File: src/rtl/gpi_1_capture.sv
// GPI_1 word producer: synchronizes board/BMC/ME inputs, debounces the
// force-recovery strap, latches W1C sticky events and packs them into gpi_1.
module gpi_1_capture #(
  parameter int SYNC_STAGES     = 2,
  parameter int DEBOUNCE_CYCLES = 50000
) (
  input  logic        clk,
  input  logic        areset,
  input  logic        rst_rsmrst_pld_r_n,
  input  logic        rst_srst_bmc_pld_r_n,
  input  logic        fm_me_pfr_1,
  input  logic        fm_me_pfr_2,
  input  logic        pltrst_n,
  input  logic        bmc_spi_ibb_access,
  input  logic        fm_pfr_force_recovery_n,
  input  logic        hpfr_in,
  input  logic        legacy,
  input  logic        hpfr_active,
  input  logic        clr_valid,
  input  logic [31:0] clr_mask,
  output logic [31:0] gpi_1,
  output logic        gpi_1_change
);

  localparam int          CW          = $clog2(DEBOUNCE_CYCLES);
  localparam logic [8:0]  SYNC_RST    = 9'h020;  // force-recovery lane idles high
  localparam logic [31:0] STICKY_MASK = 32'h0000_0030;
  localparam logic [31:0] GPI_RST     = 32'h0000_0040;

  typedef enum logic {ST_STABLE, ST_COUNTING} db_state_t;

  // Lane order: 0 rsmrst, 1 srst, 2 me1, 3 me2, 4 pltrst, 5 force_recovery,
  // 6 hpfr_in, 7 legacy, 8 hpfr_active.
  logic [8:0] raw;
  logic [8:0] sync_q [SYNC_STAGES];
  logic [8:0] sync;
  logic [SYNC_STAGES-1:0] primed_q;
  logic       primed;

  assign raw = {hpfr_active, legacy, hpfr_in, fm_pfr_force_recovery_n, pltrst_n,
                fm_me_pfr_2, fm_me_pfr_1, rst_srst_bmc_pld_r_n, rst_rsmrst_pld_r_n};
  assign sync   = sync_q[SYNC_STAGES-1];
  assign primed = primed_q[SYNC_STAGES-1];

  always_ff @(posedge clk or posedge areset) begin
    if (areset) begin
      for (int i = 0; i < SYNC_STAGES; i++) sync_q[i] <= SYNC_RST;
      primed_q <= '0;
    end else begin
      sync_q[0] <= raw;
      for (int i = 1; i < SYNC_STAGES; i++) sync_q[i] <= sync_q[i-1];
      primed_q <= {primed_q[SYNC_STAGES-2:0], 1'b1};
    end
  end

  // Force-recovery debounce
  db_state_t db_state, db_state_next;
  logic [CW-1:0] db_cnt, db_cnt_next;
  logic          stable, stable_next;
  logic          db_diff, db_done;

  assign db_diff = sync[5] ^ stable;
  assign db_done = db_diff && (db_cnt == CW'(DEBOUNCE_CYCLES - 1));

  always_ff @(posedge clk or posedge areset) begin
    if (areset) begin
      db_state <= ST_STABLE;
      db_cnt   <= '0;
      stable   <= 1'b1;
    end else begin
      db_state <= db_state_next;
      db_cnt   <= db_cnt_next;
      stable   <= stable_next;
    end
  end

  always_comb begin
    db_state_next = db_state;
    unique case (db_state)
      ST_STABLE:   if (db_diff) db_state_next = ST_COUNTING;
      ST_COUNTING: if (!db_diff || db_done) db_state_next = ST_STABLE;
      default:     db_state_next = ST_STABLE;
    endcase
  end

  always_comb begin
    db_cnt_next = '0;
    stable_next = stable;
    if (db_done) stable_next = sync[5];
    else if (db_diff) db_cnt_next = db_cnt + CW'(1);
  end

  // The pltrst lane is only trusted once the chain has flushed its reset
  // zeros, so a pltrst_n already high at reset release is not seen as a rise.
  logic pl_prev, pl_rise;

  always_ff @(posedge clk or posedge areset) begin
    if (areset) pl_prev <= 1'b1;
    else if (primed) pl_prev <= sync[4];
  end

  assign pl_rise = primed & sync[4] & ~pl_prev;

  // Output word assembly; sticky set wins over a same-cycle clear.
  logic [31:0] clr_w1c, set_vec, level_vec, gpi_next;
  logic        started;

  assign clr_w1c   = {32{clr_valid}} & clr_mask & STICKY_MASK;
  assign set_vec   = {26'b0, bmc_spi_ibb_access, pl_rise, 4'b0};
  assign level_vec = {22'b0, sync[8:6], stable, 2'b0, sync[3:0]};
  assign gpi_next  = level_vec | set_vec | (gpi_1 & STICKY_MASK & ~clr_w1c);

  always_ff @(posedge clk or posedge areset) begin
    if (areset) begin
      gpi_1        <= GPI_RST;
      gpi_1_change <= 1'b0;
      started      <= 1'b0;
    end else begin
      gpi_1        <= gpi_next;
      gpi_1_change <= started && (gpi_next != gpi_1);
      started      <= 1'b1;
    end
  end

endmodule

File: config.mk
export PLATFORM = sky130hd
export DESIGN_NAME = gpi_1_capture
export DESIGN_NICKNAME = d
export VERILOG_FILES = /design/src/rtl/gpi_1_capture.sv
export SDC_FILE = /design/constraint.sdc
export NUM_CORES = 1
export LEC_CHECK = 0
export CAP_MARGIN = 20
export CORE_MARGIN = 2
export CORE_UTILIZATION = 45
export CTS_CLUSTER_DIAMETER = 60
export DETAILED_ROUTE_END_ITERATION = 12
export MAX_ROUTING_LAYER = met4
export PLACE_DENSITY = 0.82
export SKIP_LAST_GASP = 1
export SLEW_MARGIN = 20
export SYNTH_ARGS = -nofsm -noshare
export SYNTH_HDL_FRONTEND = slang
export SYNTH_SLANG_ARGS = --single-unit
File: constraint.sdc
create_clock -name clk -period 4.7 [get_ports clk]
set_clock_uncertainty 0.05 [all_clocks]
set_input_delay 0.705 -clock clk [delete_from_list [all_inputs] [get_ports clk]]
set_output_delay 0.705 -clock clk [all_outputs]
set_load 0.01 [all_outputs]
=== After elaboration in Yosys (flattened, before gate mapping) ===
Index checks and enable logic that the tools add are counted.

* Shift-type cells: 0
* Equal/unequal tests: 2
* $lt $le $gt $ge: 0
* Reduce and logical (&&, ||, !) cells: 2
* Div/mod/pow operators: 0
* Multiplexer cells: 2
* Bitwise logic cells: 9
* Add/subtract/negate cells: 1
* $mul: 0

{| class="wikitable"
|+ Operators with widths
! operator !! count
|-
| $and A6 B32 Y32 || 1
|-
| $mux W16 || 2
|-
| $ne A32 B32 Y1 || 1
|-
| $not A6 Y32 || 1
|-
| $or A10 B32 Y32 || 1
|-
| $add A16 B1 Y16 const B || 1
|-
| $eq A16 B16 Y1 const B || 1
|-
| $or A10 B6 Y10 || 1
|-
| $and A6 B6 Y6 || 1
|-
| $and A1 B1 Y1 || 2
|-
| $logic_and A1 B1 Y1 || 2
|-
| $not A1 Y1 || 1
|-
| $xor A1 B1 Y1 || 1
|}

* Memories kept: 0
* Output and inout port bits: 33
* Memory bits (read-only): 0
* Bits in writable memories: 0
* Input bits: 45
* Word-level logic and storage cells: 25
* Register bits: 72
* Latch bits: 0

=== Logic depth before layout (Yosys ltp) ===
Gate-level depths: netlist of run 1.

* Depth in word-level cells: 6
* Gate-level depth with buffers: 6

=== Least setup slack after synthesis of run 1 ===
OpenSTA, ideal clock, no wires.

* Path kind: register to register
* Start point: register db_cnt[7]
* End point: register db_cnt[10]
* Data required time: 4531 ps
* Arrival: 1752 ps
* Period minus slack after synthesis: 1921 ps
* Buffers on the path: 1
* Library setup time: 119 ps
* Path slack: 2779 ps
* Cell stages (with the launch flop): 6
* Cell sequence: dfrtp_1 or4b_1 or4_4 nand2_4 clkbuf_8 nor2_1

* Longest elaborated chain between the ends: 3
* Elaborated cells between the ends (all ways): 5
* Those cells by class: 1 x add/sub; 1 x eq/ne; 2 x mux; 1 x reduce/logical

{| class="wikitable"
|+ Ends and longest elaborated chain
! item !! RTL line !! text
|-
| start: declaration || 58 || <nowiki>logic [CW-1:0] db_cnt, db_cnt_next;</nowiki>
|-
| start signal: assignment || 72 || <nowiki>db_cnt <= db_cnt_next;</nowiki>
|-
| $add A16 B1 Y16 / $eq A16 B16 Y1 (equally long branches) || 90, 63 ||
|-
| $mux W16 / $logic_and A1 B1 Y1 (equally long branches) || 90, 63 ||
|-
| $mux W16 * || 89 || <nowiki>if (db_done) stable_next = sync[5];</nowiki>
|-
| named net db_cnt_next[10] || 58 ||
|}

The timed path passes the listed nets; every way through them passes the cells marked *.
A chain may end at the register's enable or synchronous reset.

=== Worst setup path after layout of run 1 ===
* Start point: register gpi_1[6]
* End point: output gpi_1[6]

{| class="wikitable"
|+ RTL lines
! item !! RTL line !! text
|-
| start: declaration || 21 || <nowiki>output logic [31:0] gpi_1,</nowiki>
|-
| start signal: assignment || 119 || <nowiki>gpi_1 <= gpi_next;</nowiki>
|}

No word-level cell between the ends.

==> results of run 1 <==
-- area by class of cell --
type | instances | area, um2
Inverter | 7 | 26.3
Sequential cell | 49 | 1230
Multi-Input combinational cell | 106 | 632
Clock inverter | 3 | 47.5
Fill cell | 352 | 1940
Tap cell | 52 | 65.1
Clock buffer | 5 | 68.8
Timing Repair Buffer | 26 | 278
-- state kept, by name, summed over array words and instances, names as in the netlist --
| signal | cells |
|---|---|
| db_cnt | 16 |
| gpi_1 | 10 |
| gpi_1_change | 1 |
| pl_prev | 1 |
| primed_q | 2 |
| stable | 1 |
| sync | 9 |
| sync_q | 9 |
-- layer usage --
layer	part of all wire, %	global-route usage [%]
met1	43	16.0
met2	48	20.5
met3	5.9	4.18
met4	2.5	7.05
met5	0	-
-- placed cells by master (no fill, tap or decap), types with 2 or more instances in the layout --
| master | n |
|---|---|
| dfrtp_1 | 44 |
| clkdlybuf4s50_1 | 25 |
| conb_1 | 23 |
| nor2_1 | 19 |
| xnor2_1 | 17 |
| nand2_1 | 7 |
| inv_1 | 6 |
| xor2_1 | 5 |
| nand4_1 | 5 |
| nand3_1 | 5 |
| clkbuf_8 | 5 |
| dfstp_2 | 5 |
| nor3_1 | 4 |
| nor4_1 | 3 |
| o21ai_0 | 2 |
| o311ai_0 | 2 |
| a21oi_1 | 2 |
| inv_6 | 2 |
-- how the worst max path moves through the flow --
stage	startpoint	end	slack (ns)	cells after the start
floorplan	areset	db_cnt[0]	2.78	1
global placement	areset	gpi_1[4]	2.73	2
detailed placement	areset	gpi_1[2]	2.73	2
CTS	gpi_1[6]	gpi_1[6]	2.54	1
global route	gpi_1[6]	gpi_1[6]	2.51	1
finish	gpi_1[6]	gpi_1[6]	2.56	1
-- cells by family (layout without fill, tap and decap cells) --
family | count (synthesis) | count (layout) | share of synthesized area [%]
fa+ha+maj | 1 | 1 | 0.628
compound gates | 10 | 10 | 3.58
flops | 49 | 49 | 61.9
other cells | 2 | 23 | 0.377
simple gates | 49 | 49 | 12.8
buf+inv | 30 | 41 | 10.3
xor+xnor | 22 | 22 | 9.68
mux | 1 | 1 | 0.754
-- synthesized netlist by cell type, types with 2 or more instances --
| master | count | area, um2 |
|---|---|---|
| nand2_1 | 7 | 26.3 |
| dfstp_2 | 5 | 131 |
| xnor2_1 | 17 | 149 |
| nor2_1 | 19 | 71.3 |
| o311ai_0 | 2 | 17.5 |
| conb_1 | 2 | 7.51 |
| nand3_1 | 5 | 25.0 |
| nor4_1 | 3 | 18.8 |
| nand4_1 | 5 | 31.3 |
| xor2_1 | 5 | 43.8 |
| nor3_1 | 4 | 20.0 |
| inv_1 | 7 | 26.3 |
| o21ai_0 | 2 | 10.0 |
| a21oi_1 | 2 | 10.0 |
| dfrtp_1 | 44 | 1100 |
| buf_4 | 22 | 165 |
-- power breakdown --
group	internal [uW]	switching (uW)
clock	162	141
sequential	440	10.8
combinational	30.3	31.4
total	632	184
-- per-stage QoR --
stage / cell area (um2) / setup slack (ns)
global route: 2350 / 2.51
CTS: 2320 / 2.54
global placement: 2210 / 2.73
detailed placement: 2210 / 2.73
finish: 2350 / 2.56
floorplan: 2070 / 2.78
==> flow_summary.json, run 1 <==
{
  "place_inst": 239,
  "cts.clk_slew.worst_paths_ns": 0.09,
  "hold_path_class": "reg -> reg",
  "critPathMaxFanout": 2,
  "seq_area_frac_synth_pct": 61.9,
  "place_hpwl_um": 2080,
  "maxSlewViolCount": 0,
  "whs_ns": 0.304,
  "ios": 78,
  "vdd_drop_max_uv": 250,
  "critPathLaunchType": "flip-flop",
  "min_to": "sync[1]",
  "numCtsBuffers": 5,
  "wl_um": 2850,
  "grt-ovfl-total": 0,
  "path_cells": "clkdlybuf4s50_1",
  "outcome": "complete, no violations",
  "pwr_density_cell_nw_per_um2": 347,
  "cp_slowest_stage_delay_ns": 0.55,
  "critPathTopFamily": "flip-flops",
  "clkLatencyLatePin_ns": 0.30,
  "routabilityCongestion": 0.762,
  "power_leakage_uw": 0.000998,
  "tns_ns": 0,
  "cts_tree": "done",
  "path_class": "reg -> out",
  "nets": 241,
  "worstSetupEndpointType": "output pin",
  "grt_max_degree": 50,
  "post-route-period-util_pct": 45.5,
  "yosys_warnings": 0,
  "synthCells": 164,
  "track_usage_pct": 13.4,
  "drc_errors": 0,
  "period_needed_ns": 2.14,
  "rr_endpoint": "db_cnt[9]",
  "grt_pass1_vias": 1093,
  "slew_headroom_pct": 64.5,
  "die-area_um2": 4970,
  "synth_area_per_cell_um2": 12.1,
  "rows": 24,
  "layout.cells.non_filler": 248,
  "cts-root-buf": "clkbuf_8",
  "r2r-start": "db_cnt[7]",
  "syn_area_um2": 1990,
  "cts_htree_levels": 2,
  "synth.distinct_cells": 29,
  "tightest_slew_ns": 0.531,
  "antenna_found_initial": 0,
  "post_cts_buffers": 0,
  "drive_gt1_share_pct": 10.7,
  "synth_flop_cell": "dfrtp_1",
  "ctsResizeCount": 0,
  "p_total_uw": 815,
  "drt-wirelength-per-cell_um": 11.5,
  "rrSetupSlack_ns": 2.74,
  "rsz0062_at_grt": "no",
  "max_freq_mhz": 468,
  "r2r_cells": 4,
  "vias": 1133,
  "grt_pass1_wl_um": 4930,
  "syn2layout_area_growth_pct": 18.0,
  "firstDrtPassIters": 4,
  "utilization_pct": 54.7,
  "worstHoldStart": "sync_q[10]",
  "viasPerCell": 4.57,
  "cts_buffer_depth": 2,
  "cts_num_sinks": 49,
  "setup_viol": 0,
  "diodes": 0,
  "synth_edf_count": 0,
  "holdBufCountCts": 0,
  "detail-route-antenna-nets": 0,
  "drtIter0Drc": 40,
  "finalHoldViolations": 0,
  "synth_seq_cells": 49,
  "whs_path_depth": 0,
  "port_buffers": 25,
  "cp.required_ns": 3.94,
  "core_area_um2": 4290,
  "cp.arrival_ns": 1.38,
  "synthArstFlopShare_pct": 100,
  "die_h_um": 70.5,
  "cp_num_buf_inv": 1,
  "initial_core_util_pct": 46.4,
  "drv_cap": 0,
  "cpMaxStageDelayCell": "dfstp_2",
  "die_width_um": 70.5
}
(Power assumes the default switching activity.)
==> run 2, diff against run 1 <==
- CORE_UTILIZATION: 45 -> 39
- PLACE_DENSITY: 0.82 -> 0.76
- clock period: 4.7 -> 1.8 ns (I/O delays scaled with it)
==> run 2 against run 1 <==
- the run now ends with negative setup slack left
- critical endpoint is now stable
- combinational power grew to 2.6 times the previous value
- clock-buffer cell count grew 1
- critical path type is now reg -> reg
- critical path depth grew 2
- setup slack lost 2.7 ns
- sequential share of layout area shrank 1.4 points
- first-iteration DRC count grew to 2.7 times the previous value
==> flow_summary.json, run 2 (synthesized netlist as in run 1, its figures left out) <==
{
  "ios": 78,
  "die_width_um": 75.4,
  "initial_core_util_pct": 39.7,
  "hold_path_class": "in -> async",
  "utilization_pct": 48.2,
  "largest-register": "db_cnt",
  "drc_errors": 0,
  "whs_ns": 0.269,
  "wl_um": 2960,
  "netSwitchingPower_uw": 458,
  "path_cells": "or4b_1 > or4_4 > mux2_4",
  "pwr_density_cell_nw_per_um2": 812,
  "drv_cap": 0,
  "rsz0062_at_grt": "yes",
  "post-route-period-util_pct": 105,
  "setup_viol": 17,
  "diodes": 0,
  "worstSetupEndpointType": "flip-flop",
  "mostFrequentLayoutCells": "44 x dfrtp_1, 25 x clkdlybuf4s50_1, 23 x conb_1",
  "largest_reg_flops": 16,
  "r2r_cells": 3,
  "cp.arrival_ns": 2.08,
  "p_clk_share_pct": 31.9,
  "routabilityCongestion": 0.758,
  "power_leakage_uw": 0.00103,
  "rrSetupSlack_ns": -0.09,
  "reg_top3": "db_cnt: 16 flops, gpi_1: 10 flops",
  "cts_htree_levels": 2,
  "detail-route-antenna-nets": 0,
  "tns_ns": -1.12,
  "vdd_drop_max_uv": 346,
  "syn2layout_area_growth_pct": 21.2,
  "path_class": "reg -> reg",
  "cts_buffer_depth": 2,
  "die-area_um2": 5690,
  "viasPerCell": 4.21,
  "rr_endpoint": "stable",
  "cpMaxStageDelayCell": "or4_4",
  "final_common_cell": "dfrtp_1",
  "place_hpwl_um": 2100,
  "finalHoldViolations": 0,
  "nets": 251,
  "cts_num_sinks": 49,
  "seqPwrFrac_pct": 60.0,
  "crit_start": "db_cnt[5]",
  "timing.final.ws_setup_ns": -0.0903,
  "numCtsBuffers": 5,
  "comb_power_share_pct": 8.2,
  "period_needed_ns": 1.89,
  "outcome": "finished with violations",
  "cts-root-buf": "clkbuf_8",
  "drt-wirelength-per-cell_um": 10.7,
  "critPathLaunchType": "flip-flop",
  "max_freq_mhz": 529,
  "cp.required_ns": 1.99,
  "port_buffers": 25,
  "cts_tree": "done",
  "core_area_um2": 5010,
  "firstDrtPassIters": 4,
  "cp_slowest_stage_delay_ns": 0.57,
  "vias": 1161,
  "drive_gt1_share_pct": 14.6,
  "r2r-start": "db_cnt[5]",
  "maxSlewViolCount": 0,
  "track_usage_pct": 12.3,
  "die_h_um": 75.4,
  "netSwitchingFraction_pct": 23.4,
  "critPathMaxFanout": 3,
  "ctsResizeCount": 0,
  "grt_max_degree": 50,
  "p_int_uw": 1500,
  "antenna_found_initial": 0,
  "rows": 26,
  "drtIter0Drc": 106,
  "cts.clk_slew.worst_paths_ns": 0.09,
  "violations": "negative setup slack",
  "holdBufCountCts": 0,
  "post-place-ws_ns": -0.0974,
  "grt_pass1_wl_um": 4900,
  "clkLatencyLatePin_ns": 0.30,
  "grt_pass1_vias": 1104,
  "grt-ovfl-total": 0
}
[run 2: critical path: cells and delay by family (launching register included)]
| kind | cells | cell delay [ns] |
|---|---|---|
| flip-flops | 1 | 0.38 |
| multiplexers | 1 | 0.31 |
| AND/OR/NAND/NOR | 2 | 1.09 |
[run 2: metrics by stage]
| step | area [um2] | instances | total power [uW] |
|---|---|---|---|
| floorplan | 2070 | 185 | 1310 |
| global placement | 2320 | 267 | 1360 |
| detailed placement | 2320 | 267 | 1360 |
| CTS | 2410 | 276 | 1990 |
| global route | 2410 | 276 | 2070 |
| finish | 2410 | 276 | 1960 |
[run 2: per-layer routing]
| metal | GRT usage [%] | part of all wire [%] |
|---|---|---|
| met2 | 19.1 | 49 |
| met4 | 4.87 | 1.8 |
| met1 | 14.6 | 44 |
| met5 | - | 0 |
| met3 | 4.50 | 5.1 |
[run 2: what timing repair did]
item / CTS / global route
pin swaps: 1 / 0
setup endpoints to repair: 17 / 17
buffers inserted: 1 / 0
[run 2: cell type report]
cell class              instances  area (um2)
clock buffers                   6        72.6
clock inverters                 2        16.3
fillers                       467        2600
inverters                       7        26.3
multi-input cells             106         632
flip-flops and latches         49        1230
well taps                      70        87.6
repair buffers                 36         345
[run 2: worst max path at each step]
stage | end | slack [ns] | cells after the start
after floorplan | db_cnt[10] | -0.11 | 5
after global placement | stable | -0.1 | 3
after detailed placement | stable | -0.1 | 3
after CTS | stable | -0.1 | 3
after global routing | db_cnt[10] | -0.15 | 4
final | stable | -0.09 | 3
[run 2: power by group through the flow]
| stage | clock network, uW | registers [uW] | logic [uW] |
|---|---|---|---|
| 4_1_cts | 652 | 1180 | 164 |
| 3_5_place_dp | 0 | 1200 | 163 |
| 3_3_place_gp | 0 | 1200 | 161 |
| 2_1_floorplan | 0 | 1200 | 114 |
| 5_1_grt | 708 | 1180 | 183 |
| 6_report | 624 | 1170 | 160 |
==> run 3, diff against run 2 <==
- CAP_MARGIN: 20 -> default
==> results of run 3 <==
No change in the layout: final DEF, timing and power equal those of run 2.
